<file path="src/rtl/booth_mul_ctrl.sv">
// Radix-2 Booth sequencer for signed 32x32 multiply that time-shares the
// datapath's 32-bit adder; a 33rd accumulator bit (E) carries the true sign.
module booth_mul_ctrl #(
    parameter int unsigned DATA_WIDTH = 32
) (
    input  logic                  clk,
    input  logic                  rst_n,
    input  logic                  start_i,
    input  logic [DATA_WIDTH-1:0] multiplicand_i,
    input  logic [DATA_WIDTH-1:0] multiplier_i,
    output logic [DATA_WIDTH-1:0] add_a_o,
    output logic [DATA_WIDTH-1:0] add_b_o,
    input  logic [DATA_WIDTH-1:0] add_z_i,
    output logic [DATA_WIDTH-1:0] hi_o,
    output logic [DATA_WIDTH-1:0] lo_o,
    output logic                  busy_o,
    output logic                  done_o
);

    localparam int unsigned W  = DATA_WIDTH;
    localparam int unsigned CW = $clog2(DATA_WIDTH);

    typedef enum logic [1:0] {S_IDLE, S_NEG, S_ITER, S_DONE} state_t;

    state_t         state_q, state_d;
    logic [W-1:0]   m_q, m_d;
    logic [W-1:0]   neg_m_q, neg_m_d;
    logic [W-1:0]   hi_q, hi_d;
    logic [W-1:0]   lo_q, lo_d;
    logic           e_q, e_d;
    logic           q1_q, q1_d;
    logic [CW-1:0]  count_q, count_d;
    logic [W-1:0]   add_a_q, add_a_d;
    logic [W-1:0]   add_b_q, add_b_d;
    logic           busy_q, busy_d;
    logic           done_q, done_d;

    logic [1:0]     sel;
    logic [W-1:0]   addend;
    logic           b_e;
    logic           c31;
    logic           cout;
    logic           new_e;

    function automatic logic [W-1:0] pick_addend(input logic [1:0]   s,
                                                 input logic [W-1:0] m,
                                                 input logic [W-1:0] neg_m);
        case (s)
            2'b01:   return m;
            2'b10:   return neg_m;
            default: return '0;
        endcase
    endfunction

    // One Booth step: 33-bit add of {E,HI} and the sign-extended addend
    always_comb begin
        sel    = {lo_q[0], q1_q};
        addend = pick_addend(sel, m_q, neg_m_q);
        case (sel)
            2'b01:   b_e = m_q[W-1];
            2'b10:   b_e = (m_q != '0) & ~m_q[W-1];
            default: b_e = 1'b0;
        endcase
        c31   = add_z_i[W-1] ^ hi_q[W-1] ^ addend[W-1];
        cout  = (hi_q[W-1] & addend[W-1]) | (hi_q[W-1] & c31) | (addend[W-1] & c31);
        new_e = e_q ^ b_e ^ cout;
    end

    // Adder operands are registered, so they are computed from next-state values
    always_comb begin
        state_d = state_q;
        m_d     = m_q;
        neg_m_d = neg_m_q;
        hi_d    = hi_q;
        lo_d    = lo_q;
        e_d     = e_q;
        q1_d    = q1_q;
        count_d = count_q;
        add_a_d = '0;
        add_b_d = '0;
        busy_d  = busy_q;
        done_d  = 1'b0;

        case (state_q)
            S_IDLE: begin
                if (start_i) begin
                    m_d     = multiplicand_i;
                    hi_d    = '0;
                    e_d     = 1'b0;
                    lo_d    = multiplier_i;
                    q1_d    = 1'b0;
                    count_d = '0;
                    busy_d  = 1'b1;
                    add_a_d = ~multiplicand_i;
                    add_b_d = W'(1);
                    state_d = S_NEG;
                end
            end
            S_NEG: begin
                neg_m_d = add_z_i;
                add_a_d = hi_q;
                add_b_d = pick_addend({lo_q[0], q1_q}, m_q, add_z_i);
                state_d = S_ITER;
            end
            S_ITER: begin
                e_d     = new_e;
                hi_d    = {new_e, add_z_i[W-1:1]};
                lo_d    = {add_z_i[0], lo_q[W-1:1]};
                q1_d    = lo_q[0];
                count_d = count_q + CW'(1);
                if (count_q == CW'(W - 1)) begin
                    busy_d  = 1'b0;
                    done_d  = 1'b1;
                    state_d = S_DONE;
                end else begin
                    add_a_d = {new_e, add_z_i[W-1:1]};
                    add_b_d = pick_addend({lo_q[1], lo_q[0]}, m_q, neg_m_q);
                end
            end
            S_DONE: begin
                state_d = S_IDLE;
            end
            default: begin
                state_d = S_IDLE;
                busy_d  = 1'b0;
            end
        endcase
    end

    always_ff @(posedge clk or negedge rst_n) begin
        if (!rst_n) begin
            state_q <= S_IDLE;
            m_q     <= '0;
            neg_m_q <= '0;
            hi_q    <= '0;
            lo_q    <= '0;
            e_q     <= 1'b0;
            q1_q    <= 1'b0;
            count_q <= '0;
            add_a_q <= '0;
            add_b_q <= '0;
            busy_q  <= 1'b0;
            done_q  <= 1'b0;
        end else begin
            state_q <= state_d;
            m_q     <= m_d;
            neg_m_q <= neg_m_d;
            hi_q    <= hi_d;
            lo_q    <= lo_d;
            e_q     <= e_d;
            q1_q    <= q1_d;
            count_q <= count_d;
            add_a_q <= add_a_d;
            add_b_q <= add_b_d;
            busy_q  <= busy_d;
            done_q  <= done_d;
        end
    end

    assign add_a_o = add_a_q;
    assign add_b_o = add_b_q;
    assign hi_o    = hi_q;
    assign lo_o    = lo_q;
    assign busy_o  = busy_q;
    assign done_o  = done_q;

endmodule

</file>
<file path="config.mk">
export PLATFORM = sky130hd
export DESIGN_NAME = booth_mul_ctrl
export DESIGN_NICKNAME = d
export VERILOG_FILES = /design/src/rtl/booth_mul_ctrl.sv
export SDC_FILE = /design/constraint.sdc
export NUM_CORES = 1
export LEC_CHECK = 0
export BUFFER_PORTS_ARGS = -buffer_cell sky130_fd_sc_hd__buf_2
export CAP_MARGIN = 15
export CORE_MARGIN = 5
export CORE_UTILIZATION = 48
export DETAILED_ROUTE_END_ITERATION = 10
export GPL_TIMING_DRIVEN = 0
export HOLD_SLACK_MARGIN = 0.12
export PLACE_DENSITY = 0.79
export SETUP_SLACK_MARGIN = 0.2
export SYNTH_ARGS = -nofsm -noshare
export SYNTH_HDL_FRONTEND = slang
export SYNTH_SLANG_ARGS = --single-unit
export TNS_END_PERCENT = 10
</file>
<file path="constraint.sdc">
create_clock -name clk -period 1.9 [get_ports clk]
set_clock_uncertainty 0.15 [all_clocks]
set_input_delay 0.19 -clock clk [delete_from_list [all_inputs] [get_ports clk]]
set_output_delay 0.19 -clock clk [all_outputs]
set_load 0.02 [all_outputs]
</file>
Word level (Yosys, flattened, before mapping)
Cells that the tools add are included.
Word-level totals
  logic and storage cells: 69
  bits of input ports: 99
  register bits after elaboration: 203
  output and inout port bits: 130
Cells by class
  reductions and logical operators: 7
  $add $sub $neg: 1
  multiplexer cells: 27
  bitwise gates (word level): 12
  equal/unequal tests: 10
Operators with widths (number)
  $pmux W32 S2: 5
  $pmux W32 S3: 2
  $mux W32: 5
  $not A32 Y32: 1
  $reduce_bool A32 Y1: 1
  $pmux W5 S2: 1
  $eq A2 B2 Y1 const B: 4
  $pmux W1 S2: 4
  $pmux W2 S4: 1
  $eq A2 B1 Y1 const B: 3
  $mux W1: 6
  $reduce_and A2 Y1: 3
  $add A5 B1 Y5 const B: 1
  $eq A5 B5 Y1 const B: 1
  $mux W5: 1
  $and A1 B1 Y1: 4
  $mux W2: 2
  $ne A2 B2 Y1 const B: 2
  $xor A1 B1 Y1: 4
  $reduce_and A3 Y1: 1
  $logic_not A2 Y1: 1
  $or A1 B1 Y1: 2
  $reduce_bool A2 Y1: 1
  $not A1 Y1: 1

Longest topological paths before layout
Gate-level depths: netlist of run 1.
  word-level depth: 9
  mapped depth: 9
  gate-level depth less buffers: 7

Worst setup path before layout of run 1
Ideal clock, no wire load.
  path type: flip-flop to flip-flop
  start point: register lo_q[0] (netlist: lo_o[0])
  end point: register hi_q[31] (netlist: hi_o[31])
  path slack: -284 ps
  data arrival time: 1908 ps
  stages on the path, launching flop included: 9
  period minus slack after synthesis: 2184 ps
  setup time: 126 ps
  required time: 1624 ps
  buffers on the path: 1
  cells stage by stage: dfrtp_1 inv_1 ha_1 buf_2 nand2_1 a21oi_1 mux2_2 mux2i_1 a221o_1
Between the ends
  cells in the longest elaborated chain, start to end: 8
  elaborated cells between the ends (all ways): 13
  those cells by class: 2 x eq/ne; 3 x mux; 8 x bitwise
Ends and longest elaborated chain
  start: declaration: line 29  | logic [W-1:0] lo_q, lo_d;
  start signal: assignment: line 149  | lo_q <= lo_d;
  $eq A2 B2 Y1 / $eq A2 B1 Y1 (equally long branches): line 48, 59
  $pmux W32 S2: line 48  | case (s)
  $xor A1 B1 Y1: line 64  | c31 = add_z_i[W-1] ^ hi_q[W-1] ^ addend[W-1];
  $and A1 B1 Y1: line 65  | cout = (hi_q[W-1] & addend[W-1]) | (hi_q[W-1] & c31) | (addend[W-1] & c31);
  $or A1 B1 Y1 (2 in series): line 65
  $xor A1 B1 Y1 (*): line 66  | new_e = e_q ^ b_e ^ cout;
  $pmux W32 S2 (*): line 84  | case (state_q)
  end signal: assignment: line 148  | hi_q <= hi_d;
  end: declaration: line 28  | logic [W-1:0] hi_q, hi_d;
Every way passes the cells marked *; elsewhere a longest branch is shown, timed or not.
A chain may end at the register's enable or synchronous reset.

Worst setup path in the final report of run 1
  start point: register count_q[1]
  end point: register add_b_q[27] (netlist: add_b_o[27])
Between the ends
  cells in the longest elaborated chain, start to end: 3
Ends and longest elaborated chain
  start: declaration: line 32  | logic [CW-1:0] count_q, count_d;
  start signal: assignment: line 152  | count_q <= count_d;
  $eq A5 B5 Y1: line 111  | if (count_q == CW'(W - 1)) begin
  $mux W32: line 111
  $pmux W32 S3: line 84
  net add_b_d[27]: line 34  | logic [W-1:0] add_b_q, add_b_d;
  end signal: assignment: line 141  | add_b_q <= '0;
  end signal: assignment: line 154  | add_b_q <= add_b_d;
  end: declaration: line 34
The timed path passes the listed nets, and every way through them passes these cells.

==> metrics list, run 1 <==
- Result of the run: complete, but fails checks
- The final reports fail on setup timing.
- From synthesis to final layout, the design area changed by 51.2%.
- Share of post-route cells with drive strength above 1: 43.2%
- Number of max-capacitance violations reported: 0
- Gr usage total: 29.4%
- Average wire per cell in the routed design: 23.4 microns
- Tot Pwr: 23.9 mW
- Vias post-DR: 8577
- Clock-pin slew on the worst setup and hold paths: 70 ps
* Post-route worst setup slack: -204 ps
* Shortest clock period the worst path allows after layout: 2100 ps
* Worst r2r path cells: 8
- The clock reaches the later pin of the worst-skew pair after 500 ps.
- Power per Cell Area: 1790 nW/um^2
- During synthesis, Yosys emitted a total of 0 warnings.
* Top flip-flop cell by instance count after synthesis: dfrtp_1
- The die is 146 microns tall.
- DRT iter0 DRCs: 661
- Final non-filler cell total: 1390
- Number of inserted filler cells in the final layout: 1191
- Buffers placed on the I/O ports in this run total 228.
- # diodes: 0
* Net Count, Synth: 880
- Unique masters post-synth: 32
- The final critical path takes up 111% of the cycle.
- During I/O placement, the number of pins put on the boundary was 229.
- The worst setup path is launched from a flop.
* Placed instance count: 1229
- Headroom to the max-slew limit: 58.9%
- Reg-to-reg critical path startpoint: count_q[1]
* Number of cell rows: 49
- The initial antenna violation count was 0.
- Data arrival time at the worst-slack endpoint: 2370 ps
* #FFs+latches synth: 202
- Effective utilization at floorplan: 48.9%
* Horizontal extent of the die: 146 microns
* Buffers from clock root to sink, at most: 3
- CTS placed an instance of clkbuf_16 at the clock tree root.
* Final estimated routing congestion in global placement: 0.849
- The die covers 21200 sq um.
- Setup violations remaining at the end of the flow were counted as 47.
- For this run, the detailed router's first-pass iteration total came to 7.
- Max FO, Critical Path: 7
* Remaining Overflow, GRT: 0
- The number of global-route vias before repair was 9018.
- Summed over all layers, the routed wires come to 32500 microns.
* Clock buffers created by TritonCTS: 21
- In this run the worst setup path begins at count_q[1].
- Detailed Place HPWL: 19600 microns
* Core area: 18000 sq um
* CTS tree: yes
* Max IR drop VDD: 1080 uV
- The average instance in the mapped netlist occupies 11.4 sq um.
* Type of the most critical hold path: in -> async
- Dividing the detail-routed via count by the number of cells gives 6.17.
- At the pin with the least slew margin, the transition time is 617 ps.
- For this run, design rule violations remaining after detail routing come to 0.
* Post-Route Hold Slack: 94.0 ps
* Final count of hold timing violations: 0
- EDFF count, synth: 0
- Crit. End Element: flop
- CTS sink cnt: 202
- Measured on the finished design, the core utilization comes to 74.0%.
- Final Net Count: 1256
* Count of pins over their slew limit: 0
* H-tree level count: 1
* Post-synthesis instance area: 8820 sq um
* Upper clock frequency limit: 0.475 GHz
* Fraction of registers with async set/reset: 100%
* Residual antenna-violating net count after detailed routing: 0
- Data on the critical path is required at its endpoint by 2170 ps.
- Wire length of the first global-routing pass: 50900 microns
- Leakage power figure: 6.14 nW
- Pin count of the biggest net entering global routing: 119
* Start-to-end type of the worst setup path: reg -> reg
* Summed negative setup slack over all endpoints: -5390 ps
- Synthesis handed over a netlist of 771 instances.
- Post-synthesis sequential area ratio: 57.3%
- Setup repair after global routing could not meet its margin everywhere.
-- placed cells by master, fill, tap and decap left out, types with 29 or more instances in the layout --
master / instances
a21oi_1: 30
a22o_1: 33
a22oi_1: 64
buf_2: 231
clkbuf_16: 29
dfrtp_1: 201
dlygate4sd3_1: 98
mux2_2: 61
nor2_1: 86
o22a_1: 33
o22ai_2: 31
-- state kept, by name, indices dropped and copies added, names as in the netlist, 2 cells and up --
register / count
hi_o: 32
lo_o: 32
m_q: 32
count_q: 5
neg_m_q: 32
add_b_o: 32
state_q: 2
add_a_o: 32
-- report_power, final --
group | switching [mW] | internal, mW | total (mW)
logic | 6.73 | 5.38 | 12.1
clock network | 1.71 | 2.48 | 4.19
registers | 1.55 | 6.04 | 7.59
-- worst max-delay path, cell delays in order, from the launching register on --
cell	delay [ps]
dfrtp_1	420
ha_4	180
and3_4	150
ha_4	150
or3_4	340
buf_12	160
buf_8	130
o22a_1	210
nor2_2	140
-- through the flow --
stage	setup WS (ps)	area (sq um)
2_1_floorplan	-120	8900
6_report	-204	13300
5_1_grt	-267	13300
4_1_cts	-234	12900
3_5_place_dp	-802	10400
3_3_place_gp	-3260	10300
-- layer usage --
| metal | global-route usage, % | up-vias | share of wire (%) |
|---|---|---|---|
| met4 | 8.49 | 0 | 3.3 |
| met2 | 49.6 | 517 | 49 |
| met1 | 38.2 | 4304 | 39 |
| met5 | 0 | - | 0 |
| met3 | 6.60 | 84 | 8.8 |
| li1 | - | 3672 | - |
-- worst paths after layout --
check	end	slack (ps)
max	add_b_o[27]	-200
min	add_a_o[14]	90
max reg2reg	add_b_o[27]	-200
min reg2reg	neg_m_q[3]	360
max in group asynchronous	lo_o[0]	530
min in group clk	m_q[17]	320
-- layout make-up --
type	count	area [sq um]	share of cell area [%]
multi-input combinational	491	4060	30.5
clock inverter	5	53.8	0.403
timing repair buffer	353	2450	18.4
sequential	202	5060	37.9
tap	229	287	2.15
inverter	7	28.8	0.216
clock buffer	32	647	4.85
buffer	71	756	5.66
-- logic make-up after synthesis --
logic type,after synthesis,share of synthesized area [%]
and+or+nand+nor,140,6.67
AOI/OAI and AO/OA,273,22.5
adders and majority gates,10,1.42
DFF,202,57.3
xor gates and xnor gates,1,0.0993
buffers and inverters,78,3.55
muxes,67,8.52
-- cell usage after synthesis, types with 2 or more instances --
master / number / area [sq um]
nor2_1: 99 / 372
a21oi_1: 37 / 185
o22a_1: 33 / 289
mux2i_1: 2 / 20.0
nor4_1: 8 / 50.1
nand3_1: 4 / 20.0
a22o_1: 33 / 289
nand2b_1: 4 / 25.0
clkbuf_1: 50 / 188
o22ai_1: 61 / 382
buf_1: 7 / 26.3
nand4_1: 2 / 12.5
nor3_1: 2 / 10.0
buf_2: 13 / 65.1
a221oi_1: 32 / 280
and2_1: 2 / 12.5
and3_1: 2 / 12.5
ha_1: 10 / 125
mux2_2: 65 / 732
inv_1: 6 / 22.5
or3_1: 3 / 18.8
dfrtp_1: 202 / 5050
nand2_1: 13 / 48.8
a22oi_1: 64 / 480
o21ai_0: 10 / 50.1
-- repair_timing --
action | CTS | global route
endpoints found under the setup margin | 200 | 198
pin swaps | 25 | 33
setup buffers | 11 | 12
hold buffers | 98 | 0
cloned | 0 | 3
hold endpoints to repair | 278 | 0
resized for setup | 184 | 88
Note: power is estimated with default switching activity, not from simulation.
==> run 2: changes to the inputs <==
- REMOVE_ABC_BUFFERS: not set -> 1
==> run 2 against run 1 <==
Against the previous run:
- the flow still finishes with violations (setup timing)
- critical endpoint is now add_b_o[12]
- highest routed layer unchanged
- clock power is 7.6% higher
- maximum frequency is 2.7% higher
- final area down 0.24%
- global-route usage up 1.3 points
- first-iteration DRC count shrank 15%
==> metrics list, run 2 (synthesis gave the netlist of run 1 again) <==
* Register cell area after layout: 5060 sq um (about the same)
- Residual antenna-violating net count after detailed routing: 0 (unchanged)
* CP Data Required Time: 2170 ps (about the same)
- Crit path cell chain: ha_2 > and3_4 > ha_4 > or3_4 > buf_16 > o22a_1 > nor2_1 (was ha_4 > and3_4 > ha_4 > or3_4 > buf_12 > buf_8 > o22a_1 > nor2_2).
* Power per Cell Area: 1830 nW/um^2 (was 1790 nW/um^2)
- The type of element launching the critical path is a flop (unchanged).
* Area after detailed placement: 10200 sq um (was 10400 sq um)
- The number of placed I/O pins came to 229 (unchanged).
- Number of global-route vias before repair: 9396 (was 9018)
- Gr usage total: 30.7% (was 29.4%)
* Average wire per cell in the routed design: 25.0 microns (was 23.4 microns)
* Number of cell rows: 49 (unchanged)
- Failing checks: setup timing (unchanged).
- The initial standard-cell utilization of the core came to 48.9% (unchanged).
- Finished layout cell area: 13300 sq um (about the same)
- The number of levels in the clock H-tree is 1 (unchanged).
- Count of pins over their slew limit: 0 (unchanged)
* Detailed Place HPWL: 16500 microns (was 19600 microns)
- Crit. End Element: flop (unchanged)
- Clock-pin slew on the worst setup and hold paths: 60 ps (was 70 ps)
* Post-route worst setup slack: -148 ps (was -204 ps)
- Final Core Density: 73.8% (was 74.0%)
* Final estimated routing congestion in global placement: 0.798 (was 0.849)
- The data arrival time at the worst-slack endpoint was 2320 ps (was 2370 ps).
- CTS tree: yes (unchanged)
* Final count of hold timing violations: 0 (unchanged)
* Core area: 18000 sq um (unchanged)
- The final cell count without fillers came to 1341 (was 1390).
- Slack of the worst reg-to-reg path: -150 ps (was -200 ps)
- The clock period minus worst slack is 2050 ps (was 2100 ps).
- The library cell used as clock root buffer was clkbuf_16 (unchanged).
* Max FO, Critical Path: 18 (was 7)
* Max IR drop VDD: 1330 uV (was 1080 uV)
- The total of buffers placed on input and output ports is 228 (unchanged).
- Number of antenna violations at the first check in global routing: 1 (was 0)
- First drt pass iteration count: 5 (was 7)
* Number of inserted filler cells in the final layout: 1128 (was 1191)
* Share of post-route cells with drive strength above 1: 44.3% (was 43.2%)
- The classification of the worst setup path is reg -> reg (unchanged).
* Commonest cells after routing, fill and taps aside: buf_2 (227), dfrtp_1 (197), dlygate4sd3_1 (98) (was buf_2 (231), dfrtp_1 (201), dlygate4sd3_1 (98))
- The total of endpoints with negative setup slack in the final report was 56 (was 47).
- Clock buffers created by TritonCTS: 22 (was 21)
- The count of buffer and inverter cells on the critical path came to 1 (was 2).
- Largest incremental delay on the critical path: 410 ps (was 420 ps)
- The die boundary height is 146 microns (unchanged).
* Critical path's top delay family: simple AND/OR/NAND/NOR gates (unchanged)
- Clock latency of the later-clocked register in the worst-skew pair: 500 ps (about the same)
- Leakage power figure: 6.08 nW (was 6.14 nW)
- RSZ-0062 raised after global routing: true (unchanged)
- The global-route wire length before repair came to 53000 microns (was 50900 microns).
* Pin count of the biggest net entering global routing: 103 (was 119)
- Area added between synthesis and finish: 50.9% (was 51.2%)
- Total wirelength of the detailed-routed design: 33500 microns (was 32500 microns)
- The transition time of the tightest slew-check pin is 860 ps (was 617 ps).
- Area of the multi-input gates: 4400 sq um (was 4060 sq um)
- The critical path's slowest cell was dfrtp_1 (unchanged).
- The commonest non-fill, non-tap cell in the layout is buf_2 (unchanged).
* Buffers from clock root to sink, at most: 3 (unchanged)
* Final critical-path share of the clock period: 108% (was 111%)
* CTS sink cnt: 202 (unchanged)
- Placed instance count: 1164 (was 1229)
* Count of unresolved DRC violations after routing: 0 (unchanged)
* Upper clock frequency limit: 0.488 GHz (was 0.475 GHz)
* Number of max-capacitance violations reported: 0 (unchanged)
* Type of the most critical hold path: in -> async (unchanged)
- The number of violations reported at the end of detailed-routing iteration 0 came to 559 (was 661).
* Headroom to the max-slew limit: 42.7% (was 58.9%)
- The vias after detailed routing was 8610 (was 8577).
- The detail-routed via count per cell was 6.42 (was 6.17).
- The width of the die was 146 microns (unchanged).
* Result of the run: complete, but fails checks (unchanged)
- The total congestion overflow is 0 (unchanged).
- The final-layout worst hold slack is 179 ps (was 94.0 ps).
- Final Net Count: 1204 (was 1256)
- Total Die Area: 21200 sq um (unchanged)
run 2: worst paths after layout:
path                            start     endpoint  cells after the start
hold reg to reg            neg_m_q[0]   neg_m_q[0]                      1
setup / recovery           count_q[0]  add_b_o[12]                      7
min in group clk              start_i      m_q[16]                      3
max in group asynchronous       rst_n  neg_m_q[15]                      3
hold / removal                  rst_n  add_b_o[29]                      2
setup reg to reg           count_q[0]  add_b_o[12]                      7
run 2: timing repair:
| item | in CTS | in global routing |
|---|---|---|
| hold buffers | 98 | 0 |
| cloned | 5 | 0 |
| pin swaps | 133 | 6 |
| setup endpoints to repair | 201 | 172 |
| gates resized for setup | 153 | 21 |
| hold endpoints to repair | 293 | 0 |
| buffers inserted | 27 | 6 |
run 2: layer usage:
metal | track usage [%] | vias up | part of all wire, %
met2 | 51.1 | 565 | 49
li1 | - | 3592 | -
met5 | 0 | - | 0
met4 | 13.4 | 0 | 3.8
met1 | 38.8 | 4342 | 38
met3 | 6.60 | 111 | 9.2
run 2: cell type report:
cell class / count / area share, %
Tap cell: 229 / 2.15
Clock inverter: 7 / 0.686
Multi-Input combinational cell: 495 / 33.0
Sequential cell: 202 / 38.0
Clock buffer: 33 / 5.13
Inverter: 7 / 0.291
Antenna cell: 1 / 0.0188
Timing Repair Buffer: 367 / 20.6
run 2: stage by stage:
stage / TNS [ps] / worst slack, ps / total power [mW]
after floorplan: -301900 / -1890 / 13.0
final: -4310 / -148 / 24.4
after CTS: -4380 / -131 / 23.6
after global routing: -8260 / -217 / 25.4
after detailed placement: -197800 / -1730 / 16.5
after global placement: -1245500 / -4420 / 15.6
run 2: worst register-to-register path: cells and delay by family, from the launching register on:
kind | cells | cell delay (ps)
AO/OA/AOI/OAI | 1 | 240
flip-flops | 1 | 410
buffers and inverters | 1 | 180
AND/OR/NAND/NOR | 3 | 620
adder cells (fa/ha/maj) | 2 | 380
run 2: report_power, final:
part           leakage (nW)  internal, mW  switching [mW]  total, mW
Clock                 0.382          2.76            1.75       4.51
Combinational          3.21          5.23            6.82       12.1
Sequential             2.49          6.05            1.73       7.79
Total                  6.08          14.0            10.3       24.4
==> run 3: changes to the inputs <==
- RECOVER_POWER: not set -> 25
==> run 3 against run 2 <==
Against the previous run:
- the flow still finishes with violations (setup timing)
- die area stayed put
- sequential power barely moved
- via count shrank 0.12%
- clock power is essentially flat
- count of clock-buffer cells in the layout did not move
- critical endpoint unchanged
- highest routed layer unchanged
==> metrics list, run 3 (synthesis gave the netlist of run 1 again) <==
- Result of the run: complete, but fails checks (unchanged)
- Failing checks: setup timing (unchanged)
* Number of antenna violations at the first check in global routing: 1 (unchanged)
- Headroom to the max-slew limit: 12.3% (was 42.7%)
- The maximum clock rate was 0.489 GHz (was 0.488 GHz).
* Power per Cell Area: 1830 nW/um^2 (about the same)
* Leakage power figure: 6.02 nW (was 6.08 nW)
* Final Net Count: 1204 (unchanged)
* Count of buffer and inverter cells on the critical path: 1 (unchanged)
- Remaining Overflow, GRT: 0 (unchanged)
* Data arrival time at the worst-slack endpoint: 2310 ps (was 2320 ps)
- Gr usage total: 30.7% (unchanged)
- The total iterations of the first detailed-routing run came to 6 (was 5).
- Pin count of the biggest net entering global routing: 103 (unchanged)
- The total of buffers placed on input and output ports is 228 (unchanged).
- Buffers from clock root to sink, at most: 3 (unchanged)
- Count of unresolved DRC violations after routing: 0 (unchanged)
- Core area: 18000 sq um (unchanged)
- Total wirelength of the detailed-routed design: 33500 microns (about the same)
- Critical path's top delay family: simple AND/OR/NAND/NOR gates (unchanged)
* Start-to-end type of the worst setup path: reg -> reg (unchanged)
- The final-layout worst hold slack is 213 ps (was 179 ps).
- Most common library cell in the layout ignoring fill and taps: buf_2 (unchanged)
- The number of buffers inserted during clock tree synthesis came to 22 (unchanged).
* Type of the most critical hold path: in -> reg (was in -> async)
* Residual antenna-violating net count after detailed routing: 0 (unchanged)
- The growth of design area from synthesis to finish was 50.6% (was 50.9%).
* Master of the slowest instance on the critical path: dfrtp_1 (unchanged)
- CTS tree: yes (unchanged)
- The final hold violation count came to 0 (unchanged).
- Number of cell rows: 49 (unchanged)
- Vias per Instance: 6.41 (was 6.42)
* Share of post-route cells with drive strength above 1: 42.9% (was 44.3%)
- The vias after detailed routing came to 8600 (was 8610).
- The critical path launch point was count_q[0] (unchanged).
* Clock-pin slew on the worst setup and hold paths: 60 ps (about the same)
- The pre-CTS setup slack is -1730 ps (unchanged).
- The library cell used as clock root buffer was clkbuf_16 (unchanged).
- The clock period minus worst slack is 2050 ps (about the same).
- The transition time of the tightest slew-check pin was 1320 ps (was 860 ps).
- CTS sink cnt: 202 (unchanged)
* Average wire per cell in the routed design: 25.0 microns (about the same)
- Detailed Place HPWL: 16500 microns (unchanged)
- The die boundary height was 146 microns (unchanged).
- The global-route wire length before repair was 53000 microns (unchanged).
- Commonest cells after routing, fill and taps aside: buf_2 (212), dfrtp_1 (197), dlygate4sd3_1 (98) (was buf_2 (227), dfrtp_1 (197), dlygate4sd3_1 (98)).
- CP Data Required Time: 2170 ps (about the same)
- The width of the die is 146 microns (unchanged).
* Clock latency of the later-clocked register in the worst-skew pair: 500 ps (about the same)
- Kind of start point of the critical path: flop (unchanged)
- The initial standard-cell utilization of the core is 48.9% (unchanged).
- The largest driver fanout on the critical path was 18 (unchanged).
- The critical path capture point type was a flop (unchanged).
- The routability-driven placement congestion ratio came to 0.798 (unchanged).
- In this run the most critical hold path is launched from start_i.
* Crit path cell chain: ha_2 > and3_4 > ha_4 > or3_4 > buf_16 > o22a_1 > nor2_1 (unchanged)
* Number of global-route vias before repair: 9396 (unchanged)
- DRT iter0 DRCs: 561 (was 559)
- The largest stage delay on the critical path was 410 ps (about the same).
- The total of endpoints with negative setup slack in the final report came to 54 (was 56).
- The number of levels in the clock H-tree came to 1 (unchanged).
- The maximum vdd ir drop is 1340 uV (was 1330 uV).
- RSZ-0062 raised after global routing: true (unchanged).
- Reg-to-reg critical path startpoint: count_q[0] (unchanged)
* Number of max-capacitance violations reported: 0 (unchanged)
* Number of top-level pins: 229 (unchanged)
- The count of final max-slew check failures is 0 (unchanged).
- Final critical-path share of the clock period: 108% (about the same)
- Post-route worst setup slack: -146 ps (was -148 ps)
- The area of the die is 21200 sq um (unchanged).
run 3: routing by layer:
| metal | part of all wire, % | global-route usage (%) |
|---|---|---|
| met1 | 38 | 38.8 |
| met2 | 49 | 51.1 |
| met3 | 8.8 | 6.60 |
| met4 | 3.6 | 13.4 |
| met5 | 0 | 0 |
run 3: timing repair:
item                                    in CTS  in global routing
endpoints found under the setup margin     201                172
pin swaps                                  133                  6
hold buffers                                98                  0
cloned                                       5                  0
setup buffers                               27                  6
resized for setup                          153                 21
endpoints found under the hold margin      293                  0
run 3: stage by stage:
stage          instance area, sq um  utilization, %  setup TNS, ps  power, mW  cells
6_report                      13300            73.7          -4280       24.3   1342
5_1_grt                       13300            73.7         -26510       25.4   1341
4_1_cts                       13100            72.8          -4380       23.6   1334
3_5_place_dp                  10200            56.7        -197800       16.5   1164
3_3_place_gp                   9960            55.3       -1245500       15.6   1157
2_1_floorplan                  8540               -        -301900       13.0    700
run 3: worst paths after layout:
path | endpoint | depth (start not counted) | slack (ps)
max in group asynchronous | neg_m_q[15] | 3 | 90
min in group asynchronous | add_b_o[29] | 2 | 380
min | m_q[16] | 3 | 210
max | add_b_o[12] | 7 | -150
min reg2reg | neg_m_q[0] | 1 | 360
max reg2reg | add_b_o[12] | 7 | -150
run 3: worst min-delay path, cell delays in order:
cell and delay [ps]:
buf_2 250, nand2_8 220, mux2_2 160
run 3: area by class of cell:
type                       instances  area (sq um)
timing repair buffer             367          2720
tap                              229           287
antenna                            2          5.00
fill                            1140          4740
inverter                           7          38.8
multi-input combinational        495          4400
sequential                       202          5060
clock inverter                     7          91.3
clock buffer                      33           683
run 3: report_power, final:
| group | total (mW) | internal (mW) | switching (mW) |
|---|---|---|---|
| Clock | 4.51 | 2.76 | 1.76 |
| Combinational | 12.0 | 5.20 | 6.81 |
| Sequential | 7.79 | 6.05 | 1.74 |
